==> config.mk <==
export PLATFORM = sky130hd
export DESIGN_NAME = mult_product_accumulator_flat
export DESIGN_NICKNAME = d
export VERILOG_FILES = /design/src/rtl/mult_product_accumulator_if.sv /design/src/rtl/mult_product_accumulator.sv /design/src/flat_wrapper.sv
export SDC_FILE = /design/constraint.sdc
export NUM_CORES = 1
export LEC_CHECK = 0
export BUFFER_PORTS_ARGS = -buffer_cell sky130_fd_sc_hd__buf_2
export CORE_ASPECT_RATIO = 1.75
export CORE_MARGIN = 5
export CORE_UTILIZATION = 61
export DETAILED_ROUTE_END_ITERATION = 10
export HOLD_SLACK_MARGIN = 0.1
export MAX_ROUTING_LAYER = met4
export PLACE_DENSITY_LB_ADDON = 0.1
export SETUP_SLACK_MARGIN = 0.3
export SKIP_CTS_REPAIR_TIMING = 1
export SLEW_MARGIN = 25
export SYNTH_ARGS = -nofsm -noshare
export SYNTH_HDL_FRONTEND = slang
export SYNTH_SLANG_ARGS = --single-unit
export TNS_END_PERCENT = 50
==> constraint.sdc <==
create_clock -name clk -period 3.8 [get_ports clk]
set_input_delay 0.38 -clock clk [delete_from_list [all_inputs] [get_ports clk]]
set_output_delay 0.38 -clock clk [all_outputs]
set_load 0.02 [all_outputs]
==> src/rtl/mult_product_accumulator_if.sv <==
// Stream bundle between the multiplier core, this accumulator and the
// consumer of frame results. The slave side is the accumulator itself.
`timescale 1ns/1ps
interface mult_product_accumulator_if #(
  parameter int ACC_W = 16,
  parameter int CNT_W = 8
);
  logic             clear;
  logic             in_valid;
  logic             in_ready;
  logic [7:0]       in_prod;
  logic             in_last;
  logic             out_valid;
  logic             out_ready;
  logic [ACC_W-1:0] out_acc;
  logic [CNT_W-1:0] out_count;
  logic             out_ovf;

  modport slave (
    input  clear, in_valid, in_prod, in_last, out_ready,
    output in_ready, out_valid, out_acc, out_count, out_ovf
  );

  modport master (
    output clear, in_valid, in_prod, in_last, out_ready,
    input  in_ready, out_valid, out_acc, out_count, out_ovf
  );
endinterface

==> src/rtl/mult_product_accumulator.sv <==
// Accumulates a last-delimited frame of 8-bit products into a wide sum and
// presents one registered result (sum, beat count, sticky overflow) per frame.
`timescale 1ns/1ps
module mult_product_accumulator #(
  parameter int ACC_W = 16,
  parameter int CNT_W = 8
) (
  input  logic                    clk,
  input  logic                    rst_n,
  mult_product_accumulator_if.slave bus
);

  typedef enum logic {IDLE = 1'b0, ACCUM = 1'b1} state_e;

  state_e           state_q, state_d;
  logic [ACC_W-1:0] acc_q, acc_d;
  logic [CNT_W-1:0] cnt_q, cnt_d;
  logic             ovf_q, ovf_d;
  logic [ACC_W-1:0] res_acc_q, res_acc_d;
  logic [CNT_W-1:0] res_cnt_q, res_cnt_d;
  logic             res_ovf_q, res_ovf_d;
  logic             out_valid_q, out_valid_d;

  logic             in_ready;
  logic             beat_ok;
  logic [ACC_W:0]   sum;
  logic [ACC_W-1:0] acc_upd;
  logic [CNT_W-1:0] cnt_upd;
  logic             ovf_upd;

  // A full result register only blocks input while it is not being drained.
  assign in_ready = !out_valid_q || bus.out_ready;
  // A beat handshaken during clear is consumed but discarded.
  assign beat_ok  = bus.in_valid && in_ready && !bus.clear;

  // Running totals including the current beat; the extra sum bit is the carry.
  assign sum     = {1'b0, acc_q} + (ACC_W + 1)'(bus.in_prod);
  assign acc_upd = sum[ACC_W-1:0];
  assign ovf_upd = ovf_q | sum[ACC_W];
  assign cnt_upd = (&cnt_q) ? cnt_q : cnt_q + 1'b1;

  assign bus.in_ready  = in_ready;
  assign bus.out_valid = out_valid_q;
  assign bus.out_acc   = res_acc_q;
  assign bus.out_count = res_cnt_q;
  assign bus.out_ovf   = res_ovf_q;

  // State register.
  always_ff @(posedge clk or negedge rst_n) begin
    if (!rst_n) state_q <= IDLE;
    else        state_q <= state_d;
  end

  // Next state: a frame is open from its first accepted beat until last or clear.
  always_comb begin
    state_d = state_q;
    if (bus.clear)                  state_d = IDLE;
    else if (beat_ok && bus.in_last) state_d = IDLE;
    else if (beat_ok)               state_d = ACCUM;
  end

  // Datapath next values: accumulate, close a frame into the result, or abort.
  always_comb begin
    acc_d       = acc_q;
    cnt_d       = cnt_q;
    ovf_d       = ovf_q;
    res_acc_d   = res_acc_q;
    res_cnt_d   = res_cnt_q;
    res_ovf_d   = res_ovf_q;
    out_valid_d = out_valid_q && !bus.out_ready;
    if (bus.clear) begin
      acc_d = '0;
      cnt_d = '0;
      ovf_d = 1'b0;
    end else if (beat_ok) begin
      if (bus.in_last) begin
        res_acc_d   = acc_upd;
        res_cnt_d   = cnt_upd;
        res_ovf_d   = ovf_upd;
        out_valid_d = 1'b1;
        acc_d       = '0;
        cnt_d       = '0;
        ovf_d       = 1'b0;
      end else begin
        acc_d = acc_upd;
        cnt_d = cnt_upd;
        ovf_d = ovf_upd;
      end
    end
  end

  // Accumulator and result registers.
  always_ff @(posedge clk or negedge rst_n) begin
    if (!rst_n) begin
      acc_q       <= '0;
      cnt_q       <= '0;
      ovf_q       <= 1'b0;
      res_acc_q   <= '0;
      res_cnt_q   <= '0;
      res_ovf_q   <= 1'b0;
      out_valid_q <= 1'b0;
    end else begin
      acc_q       <= acc_d;
      cnt_q       <= cnt_d;
      ovf_q       <= ovf_d;
      res_acc_q   <= res_acc_d;
      res_cnt_q   <= res_cnt_d;
      res_ovf_q   <= res_ovf_d;
      out_valid_q <= out_valid_d;
    end
  end

endmodule

==> src/flat_wrapper.sv <==
// flat-port wrapper written by rule: the top's interface ports become plain ports
module mult_product_accumulator_flat 
#(
  parameter int ACC_W = 16,
  parameter int CNT_W = 8
)
  (clk, rst_n, bus_clear, bus_in_valid, bus_in_prod, bus_in_last, bus_out_ready, bus_in_ready, bus_out_valid, bus_out_acc, bus_out_count, bus_out_ovf);
  mult_product_accumulator_if #(.ACC_W(ACC_W), .CNT_W(CNT_W)) bus_i ();
  input  logic clk;
  input  logic rst_n;
  input wire logic [$bits(bus_i.clear)-1:0] bus_clear;
  input wire logic [$bits(bus_i.in_valid)-1:0] bus_in_valid;
  input wire logic [$bits(bus_i.in_prod)-1:0] bus_in_prod;
  input wire logic [$bits(bus_i.in_last)-1:0] bus_in_last;
  input wire logic [$bits(bus_i.out_ready)-1:0] bus_out_ready;
  output wire logic [$bits(bus_i.in_ready)-1:0] bus_in_ready;
  output wire logic [$bits(bus_i.out_valid)-1:0] bus_out_valid;
  output wire logic [$bits(bus_i.out_acc)-1:0] bus_out_acc;
  output wire logic [$bits(bus_i.out_count)-1:0] bus_out_count;
  output wire logic [$bits(bus_i.out_ovf)-1:0] bus_out_ovf;
  assign bus_i.clear = bus_clear;
  assign bus_i.in_valid = bus_in_valid;
  assign bus_i.in_prod = bus_in_prod;
  assign bus_i.in_last = bus_in_last;
  assign bus_i.out_ready = bus_out_ready;
  assign bus_in_ready = bus_i.in_ready;
  assign bus_out_valid = bus_i.out_valid;
  assign bus_out_acc = bus_i.out_acc;
  assign bus_out_count = bus_i.out_count;
  assign bus_out_ovf = bus_i.out_ovf;
  mult_product_accumulator #(.ACC_W(ACC_W), .CNT_W(CNT_W)) u_core (.clk(clk), .rst_n(rst_n), .bus(bus_i));
endmodule
==> reports/metrics.cfg <==
[timing]
max_freq_mhz = 435
skew_ns = 0.0110
max-slew-margin-rel_pct = 35.1
timing.final.crit_share_pct = 60.5
final_period_minus_worst_setup_slack_ns = 2.30
finalHoldViolCount = 0
rsz0062_at_grt = no
finalSetupViolations = 0
worst_pin_slew_ns = 0.974
slew_viol_final = 0
timing.setup.tns_ns = 0

[yosys]
yosysTopAreaCellShare_pct = 47.6
ys_ff_latch = 51
async_flop_share_pct = 100
post-synth-top-count-cell = dfrtp_1
ys_top_cells_by_count = dfrtp_1, nand2_1, o21ai_1
syn_nets = 293
seq_area_frac_synth_pct = 47.6
netlist_area_um2 = 2680
synthTopCellsByArea = dfrtp_1, nand2_1, ha_1
synth_ff_type = dfrtp_1
yosys.area.top_type = dfrtp_1
syn_inst = 269
yosysWarnings = 0
avgSynthCellArea_um2 = 9.97
synth_edf_count = 0
synth_cell_types = 44

[detailed_routing]
drt_pass1_iterations = 4
routed_wl_um = 5750
drc = 0
first_iter_violations = 95
drtAntennaViolNets = 0
num_vias = 2122
viasPerCell = 5.89
wl_per_cell_um = 16.0

[pwr]
power-per-cell-area_nw_per_um2 = 373
pwr-share-seq_pct = 53.4
sw_frac_of_total_pct = 29.8
pwr-share-clk_pct = 27.3
totalPowerFinal_w = 0.00112
p_sw_w = 0.000334
leakagePower_nw = 1.45
ir_worst_vdd_v = 0.000349
combPwrFrac_pct = 19.4
p_int_w = 0.000788

[setup_path]
end_kind = flop
required_ns = 3.97
worstPathArrival_ns = 2.47
cp-start-kind = flop
crit_type = reg2reg
worstPathMaxFanout = 5

[die]
die_area_um2 = 5880
die_x_um = 60.1
die_h_um = 97.7
ios = 41
initial_core_util_pct = 62.0
rows = 32
core_um2 = 4320

[grt]
grt_max_degree = 52
grt_pass1_vias = 2210
antenna_found_initial = 0
grt_usage_pct = 22.3
grt_pass1_wl_um = 9980
grt.overflow.total = 0

[flow_run]
maxCapViolCount = 0

[layout]
fin_util_pct = 69.5
num-nets-final = 332
drive_gt1_share_pct = 20.7
area_growth_syn_to_layout_pct = 12.1
fillers = 355
n_antenna_cell = 0

[clocking]
cts_tree = done
clk_latency_ns = 0.30
cts.sinks = 51
cts_made_buffers = 5
cts_max_level = 2
clockBufferDepth = 2
clkTransAtPathRegs_ns = 0.09
root_buffer = clkbuf_8

[placed_design]
place_congestion = 0.815
dp_hpwl_um = 4160
port_buffers = 40

[worst_hold_path]
hold_class = in2async

[status]
status = complete, no violations

[layout by cell type (no fill, tap or decap), types with 3 or more instances in the layout]
cell type  count
nand2_1       42
a31oi_1        5
o21ai_0        7
a21oi_1       15
or3_1          3
o21ai_1       22
o211ai_1       9
and3_1         5
xnor2_1        8
buf_2         40
nand2b_1       4
or4_1          3
a22o_1         7
clkbuf_8       5
ha_1           9
dfrtp_1       51
nor3_1         4
nor2_1         9
nand3_1       10
a21o_1         8
xor2_1         6
mux2_2         5
[worst max-delay path: stages, from the launching register on]
cell	delay (ns)
dfrtp_1	0.39
ha_1	0.23
fa_1	0.44
a211oi_2	0.37
o21ai_4	0.14
o211a_1	0.32
a41oi_1	0.23
a21oi_1	0.06
[registers in the layout, summed over array words and instances (netlist names)]
| register | count |
|---|---|
| u_core.bus.out_count | 8 |
| u_core.bus.out_valid | 1 |
| u_core.acc_q | 16 |
| u_core.bus.out_ovf | 1 |
| u_core.cnt_q | 8 |
| u_core.ovf_q | 1 |
| u_core.bus.out_acc | 16 |
[power by group through the flow]
| stage | Clock [W] | Sequential (W) | Combinational [W] |
|---|---|---|---|
| floorplan | 0 | 0.000648 | 0.000104 |
| global placement | 0 | 0.000608 | 0.000214 |
| detailed placement | 0 | 0.000610 | 0.000219 |
| CTS | 0.000315 | 0.000599 | 0.000219 |
| global route | 0.000336 | 0.000607 | 0.000239 |
| finish | 0.000306 | 0.000599 | 0.000217 |
[stage by stage]
| stage | instance area, um2 | std cells | hold WS (ns) | worst slack [ns] |
|---|---|---|---|---|
| 3_5_place_dp | 2910 | 351 | 0.458 | 1.40 |
| 2_1_floorplan | 2680 | 269 | 0.0844 | 1.69 |
| 3_3_place_gp | 2910 | 351 | 0.453 | 1.48 |
| 5_1_grt | 3010 | 360 | 0.241 | 1.41 |
| 4_1_cts | 3000 | 359 | 0.210 | 1.51 |
| 6_report | 3010 | 360 | 0.179 | 1.50 |
[cells by family after synthesis]
family	Yosys count	share of synthesized area, %
AO/OA/AOI/OAI	87	22.1
AND/OR/NAND/NOR	86	15.6
flip-flops	51	47.6
XOR/XNOR	14	4.57
buffers and inverters	14	2.33
adder cells (fa/ha/maj)	10	4.94
multiplexers	7	2.85
[routing by layer]
| layer | routed length (um) | part of all wire, % | vias up | global-route usage (%) |
|---|---|---|---|---|
| met4 | 88 | 1.5 | 0 | 6.66 |
| met3 | 178 | 3.1 | 8 | 2.66 |
| li1 | - | - | 1058 | - |
| met5 | 0 | 0 | - | - |
| met1 | 2220 | 39 | 1015 | 25.0 |
| met2 | 3260 | 57 | 41 | 39.6 |
[final timing paths]
check | start | end | slack, ns | cells past startpoint
worst max-delay path | u_core.acc_q[0] | u_core.ovf_q | 1.50 | 7
worst min-delay path | rst_n | u_core.bus.out_acc[11] | 0.18 | 2
worst min register to register | u_core.bus.out_acc[1] | u_core.bus.out_acc[1] | 0.48 | 2
min in group clk | bus_in_prod[0] | u_core.bus.out_acc[0] | 0.43 | 4
max in group asynchronous | rst_n | u_core.bus.out_acc[1] | 3.18 | 2
worst max register to register | u_core.acc_q[0] | u_core.ovf_q | 1.50 | 7
[area by class of cell]
| class | count | area (um2) | area share, % |
|---|---|---|---|
| clock buffer | 6 | 72.6 | 2.41 |
| clock inverter | 2 | 12.5 | 0.416 |
| inverter | 3 | 11.3 | 0.375 |
| multi-input combinational | 204 | 1340 | 44.7 |
| sequential | 51 | 1280 | 42.4 |
| tap | 51 | 63.8 | 2.12 |
| timing repair buffer | 43 | 226 | 7.53 |
No activity file was read; power rests on OpenSTA's default activity.
